File: src/rtl/unidad_control.sv
// Instruction sequencer for unidad_procesadora. It fetches one 16-bit instruction, executes it
// in a single cycle and emits the datapath control word. Register I/O uses valid/ready waits.
module unidad_control #(
  parameter int PC_W = 4
) (
  input  logic            clk,
  input  logic            rst_n,
  input  logic            start,
  output logic [PC_W-1:0] instr_addr,
  output logic            fetch_req,
  input  logic [15:0]     instr,
  input  logic            instr_valid,
  input  logic [3:0]      flags,
  output logic [15:0]     control,
  input  logic            in_valid,
  output logic            in_ready,
  output logic            out_valid,
  input  logic            out_ready,
  output logic [3:0]      flags_q,
  output logic            halted,
  output logic            illegal
);

  typedef enum logic [2:0] {IDLE, FETCH, EXEC, WAIT_IN, WAIT_OUT, HALT} state_t;

  state_t          state, state_nxt;
  logic [PC_W-1:0] pc, pc_nxt;
  logic [15:0]     ir;

  logic [3:0]      op, alu, mask;
  logic [1:0]      d, a, b, sh;
  logic [PC_W-1:0] tgt;

  assign op   = ir[15:12];
  assign d    = ir[11:10];
  assign a    = ir[9:8];
  assign b    = ir[7:6];
  assign alu  = ir[5:2];
  assign sh   = ir[1:0];
  assign mask = ir[11:8];
  assign tgt  = ir[PC_W-1:0];

  assign instr_addr = pc;
  assign halted     = (state == HALT);

  always_ff @(posedge clk or negedge rst_n) begin
    if (!rst_n) begin
      state   <= IDLE;
      pc      <= '0;
      ir      <= '0;
      flags_q <= '0;
    end else begin
      state <= state_nxt;
      pc    <= pc_nxt;
      if (state == FETCH && instr_valid) ir <= instr;
      // flags are combinational from the ALU control word driven during this EXEC cycle
      if (state == EXEC && op == 4'h1) flags_q <= flags;
    end
  end

  always_comb begin
    state_nxt = state;
    pc_nxt    = pc;
    control   = 16'h0000;
    fetch_req = 1'b0;
    in_ready  = 1'b0;
    out_valid = 1'b0;
    illegal   = 1'b0;
    case (state)
      IDLE, HALT: begin
        if (start) begin
          state_nxt = FETCH;
          pc_nxt    = '0;
        end
      end
      FETCH: begin
        fetch_req = 1'b1;
        if (instr_valid) state_nxt = EXEC;
      end
      EXEC: begin
        state_nxt = FETCH;
        pc_nxt    = pc + PC_W'(1);
        case (op)
          4'h0: ;
          4'h1: control = {a, b, d, 1'b1, 1'b0, alu, 2'b00, 1'b0, 1'b0};
          4'h2: control = {2'b00, b, d, 1'b1, 1'b0, 4'b0000, sh, 1'b1, 1'b0};
          4'h3: state_nxt = WAIT_IN;
          4'h4: state_nxt = WAIT_OUT;
          4'h5: pc_nxt = tgt;
          4'h6: if (|(flags_q & mask))  pc_nxt = tgt;
          4'h7: if (~|(flags_q & mask)) pc_nxt = tgt;
          4'hF: begin
            state_nxt = HALT;
            pc_nxt    = pc;
          end
          default: illegal = 1'b1;
        endcase
      end
      WAIT_IN: begin
        // write enable follows in_valid so the register is written exactly once
        control  = {4'b0000, d, in_valid, 1'b0, 4'b0000, 2'b00, 1'b0, 1'b1};
        in_ready = in_valid;
        if (in_valid) state_nxt = FETCH;
      end
      WAIT_OUT: begin
        control   = {2'b00, a, 12'h100};
        out_valid = 1'b1;
        if (out_ready) state_nxt = FETCH;
      end
      default: state_nxt = IDLE;
    endcase
  end

endmodule
File: config.mk
export PLATFORM = sky130hd
export DESIGN_NAME = unidad_control
export DESIGN_NICKNAME = d
export VERILOG_FILES = /design/src/rtl/unidad_control.sv
export SDC_FILE = /design/constraint.sdc
export NUM_CORES = 1
export LEC_CHECK = 0
export CORE_ASPECT_RATIO = 1.1
export CORE_MARGIN = 2
export CORE_UTILIZATION = 45
export CTS_BUF_LIST = sky130_fd_sc_hd__clkbuf_4
export DETAILED_ROUTE_END_ITERATION = 8
export DONT_BUFFER_PORTS = 1
export MAX_ROUTING_LAYER = met4
export PLACE_DENSITY = 0.63
export SETUP_SLACK_MARGIN = 0.15
export SLEW_MARGIN = 20
export SYNTH_ARGS = -nofsm -noshare
export SYNTH_HDL_FRONTEND = slang
export SYNTH_SLANG_ARGS = --single-unit
File: constraint.sdc
create_clock -name clk -period 1.9 [get_ports clk]
set_input_delay 0.38 -clock clk [delete_from_list [all_inputs] [get_ports clk]]
set_output_delay 0.38 -clock clk [all_outputs]
set_load 0.01 [all_outputs]
# After elaboration in Yosys (flattened, before gate mapping)
# Index checks and enable logic that the tools add are counted.
# totals
out_inout_bits	29
in_bits	26
wordCells	52
ff_bits	27
# classes
n_reduce_logical	10
bitwise_logic	1
eq_ne	18
addsub	1
mux	18
# op_table
cell	count
one-hot mux 16 bit (3 select lines)	1
one-hot mux 16 bit (2 select lines)	1
equality test 4 x 3 -> 1 bit, second input constant	4
one-hot mux 4 bit (4 select lines)	1
one-hot mux 3 bit (5 select lines)	1
two-way mux 3 bit	4
two-way mux 4 bit	3
inequality test 2 bit, second input constant	5
one-hot mux 3 bit (3 select lines)	1
OR reduction 9 bit	1
equality test 4 x 2 -> 1 bit, second input constant	2
one-hot mux 4 bit (2 select lines)	1
equality test 3 x 2 -> 1 bit, second input constant	2
equality test 3 bit, second input constant	2
two-way mux 1 bit	5
adder 4 x 1 -> 4 bit, second input constant	1
AND 4 bit	1
equality test 4 x 1 -> 1 bit, second input constant	1
equality test 4 bit, second input constant	1
logical NOT 4 bit	1
AND reduction 4 bit	1
OR reduction 4 bit	1
equality test 3 x 1 -> 1 bit, second input constant	1
logical NOT 3 bit	1
other kinds (4)	5

# Longest topological paths before layout
# logic_depth
ltp_word	5
ltp_mapped	6
ltp_nobuf	5

# Least setup slack after synthesis
# Ideal clock, no wire load.
# synth_timing
path_kind	reg-to-output
from	register state[2]
to	output port control[13]
path_stages_with_launch	4
n_path_buf	1
required_ns	1.520
path_slack_ns	0.173
arrival_time_ns	1.347
cell_sequence	dfrtp_1 -> clkbuf_1 -> nor3b_1 -> a22o_1
# synth_between
elab_chain_len	2
# synth_lines
element	line_no	text
start, declared	26	state_t state, state_nxt;
start signal, assigned	53	state <= state_nxt;
equality test 3 bit / equality test 3 x 2 -> 1 bit (equally long branches)	69	case (state)
one-hot mux 16 bit (3 select lines) (*)	69	
end, declared	14	output logic [15:0] control,
# Mark *: on every way between the ends. The rest lies on a longest branch, timed or not.

# Worst setup path in the final report
# layout_timing
from	register state[0]
to	output port control[2]
# Same word-level chain as after synthesis.

==> results.md <==
- PortBufs: 0
- Initial antenna violation count: 0
- Root Driver: clkbuf_4
- Sequential area share after synthesis: between 40% and 50%
- Met2 Usage GRT: 30.3%
- Post-route DRC: 2
- Power per cell area: between 1500 and 2000 nW/µm²
- CP max-delay cell: dfrtp_1
- Worst path depth: 5
- Die Ht: approximately 64 µm
- Worst-margin pin slew: approximately 0.33 ns
- Hold Crit Depth: 1
- Crit Path Class: flip-flop to output port
- Hold crit path type: input port to flip-flop
- Startpoint types: flip-flop
- H-tree levels: 1
- Top Usage Layer GRT: met2
- Hold Vio Cnt, Final: 0
- Layout cells sized above 1: ~53%
- Final HPWL DP: ~2400 µm
- Cells after DPL: around 170
- Fin. max-slew vios: 0
- Total gr overflow: 0
- Die W: between 50 and 60 µm
- Io pins: between 50 and 60
- Most used DFF post-synth: dfrtp_1
- Vias in the first global route: roughly 1100
- Clock sink count: 27
- CP bufs+invs: 1
- Num rows: 21
- N_diodes: 0
- Pin count of the biggest net entering global routing: 28
- Placeable Area: about 3100 µm²
- Overall global routing resource usage: 18.9%
- Crit-path max FO: 4
- Num CTS Buffers: 3
- Fmax: 0.507 GHz
- Area grow syn2layout: 30.9%
- Delay-heaviest family, CP: simple AND/OR/NAND/NOR gates
- Yosys reg bits: 27
- CTS tree: built
- Clk_lat worst skew: approximately 0.32 ns
- Max-cap violations: 0
- Final hold slack: approximately 0.19 ns
- Met3 usage: under 10%
- Final setup viols: 14
- Post-route insts no fill: 190
- WL final: around 3800 µm
- First-pass GRT wire length: roughly 5300 µm
- Initial Util: between 40% and 50%
- Setup_tns: -0.632 ns
- Crit. End Element: output port
- Initial drt markers: 56
- Die Area: ~3800 µm²
- Routability congestion estimate: ~0.81
- Syn. warnings: 0
- Drt pass-1 iters: 6
- Crit-path cells: nor3b_2 -> nand2_2 -> buf_4 -> nor2_4 -> and2_4
- Synth Cell Area: around 1500 µm²
- Post-synth EDFFs: 0
- Clk slew on worst S/H paths: about 0.15 ns
- Cells after Synth: about 130
- CP max stage delay: about 0.43 ns
- FF-to-FF path depth: 7
- Worst Path Required: about 1.5 ns
- Ys async rst share: 100%
- Average cell area after synthesis: 11.4 µm²
- Via-per-instance ratio: 6.04
- Synthesized net count: approximately 160
- Failing checks: DRC, setup timing
- P_leak: roughly 0.89 nW
- Worst Clk Skew: 0.00609 ns
- Final #Nets: around 180
- Final WS setup: -0.0734 ns
- Netlist cell types: between 40 and 50
- Final min period: roughly 2.0 ns
- WP data arrival: between 1.5 and 2 ns
- Clk buf depth: 2
- ANT nets after route: 0
- WL/cell: 19.9 µm
- Status: finished, violations left
- Headroom to the max-slew limit: approximately 77%
- Dpl ws: 0.129 ns
- Period utilization: 104%
- Vias: 1147
- RSZ-0062 raised after global routing: true
- VDD IR-drop max: 0.637 mV
- Global-route met1 utilization: between 20% and 30%
## metrics by stage
stage	instance area (µm²)	power [mW]	utilization (%)
2_1_floorplan	1490	2.01	-
3_3_place_gp	1560	2.21	50.4
3_5_place_dp	1560	2.26	50.4
4_1_cts	1740	2.67	56.1
5_1_grt	1950	3.25	62.9
6_report	1950	3.07	62.9
## power breakdown
group          switching, mW  internal [mW]
Sequential             0.312          0.839
Combinational          0.730          0.939
Clock                  0.168         0.0788
Total                   1.21           1.86
## worst reg2reg max path: stages (launching register included)
cell and delay, ns:
dfrtp_1 0.43, nor3b_2 0.26, buf_4 0.15, buf_6 0.09
buf_4 0.11, nand2_2 0.07, or4b_1 0.47, nand3_1 0.09
## flip-flops by register name, summed over array words and instances (netlist names)
name,flops
flags_q,4
instr_addr,4
ir,16
state,3
## placed cells by master (no fill, tap or decap), drive strengths merged, types with 2 or more instances in the layout
cell,netlist,final
nor3,2,2
mux2,20,20
buf,3,25
nand3,6,6
nor3b,4,4
a22o,5,5
nor2,6,6
clkbuf,2,4
mux2i,4,4
o21ai,3,3
o211a,2,2
nand2b,3,3
a21oi,4,4
and3,2,2
or4b,2,2
dfrtp,27,27
nand2,9,9
and2,11,11
## final timing paths
path	from	endpoint	slack, ns
max in group asynchronous	rst_n	ir[12]	1.25
max	state[0]	control[2]	-0.07
min reg2reg	ir[4]	ir[4]	0.53
max reg2reg	state[0]	instr_addr[2]	0.18
min	instr[10]	ir[10]	0.19
min in group asynchronous	rst_n	instr_addr[2]	0.47
## kinds of logic after synthesis
group / synth area share, %
multiplexers: 18.1
adder cells (fa/ha/maj): 0.840
AND/OR/NAND/NOR: 21.5
flip-flops: 45.4
XOR/XNOR: 0.588
buffers and inverters: 3.87
AO/OA/AOI/OAI: 9.75
## cell type report
class / count / area (µm²)
clock buffers: 3 / 22.5
well taps: 34 / 42.5
fillers: 253 / 1150
repair buffers: 27 / 270
clock inverters: 1 / 5.00
flip-flops and latches: 27 / 677
multi-input cells: 98 / 932
## layer usage
metal | vias to the layer above | share of wire, %
met5 | - | 0
met4 | 0 | 0.61
met3 | 2 | 4.7
met2 | 40 | 52
met1 | 575 | 42
li1 | 530 | -
## synthesized netlist by cell type, types with 2 or more instances
library cell	number	area, µm²
dfrtp_1	27	676
mux2_2	20	225
and2_1	10	62.6
nand2_1	9	33.8
nand3_1	6	30.0
nor2_1	5	18.8
a21oi_1	4	20.0
a22o_1	3	26.3
mux2i_1	3	30.0
nand2b_1	3	18.8
a22o_2	2	20.0
and3_1	2	12.5
buf_2	2	10.0
clkbuf_1	2	7.51
nor3_1	2	10.0
nor3b_1	2	15.0
nor3b_2	2	25.0
o211a_1	2	20.0
o21ai_0	2	10.0
or4b_1	2	20.0
## what timing repair did
| item | CTS | global route |
|---|---|---|
| pin swaps | 5 | 4 |
| cloned | 0 | 1 |
| setup buffers | 7 | 7 |
| gates resized for setup | 20 | 34 |
| hold buffers | 2 | 0 |
| endpoints found under the setup margin | 18 | 39 |
| endpoints found under the hold margin | 27 | 0 |
(Power assumes the default switching activity.)
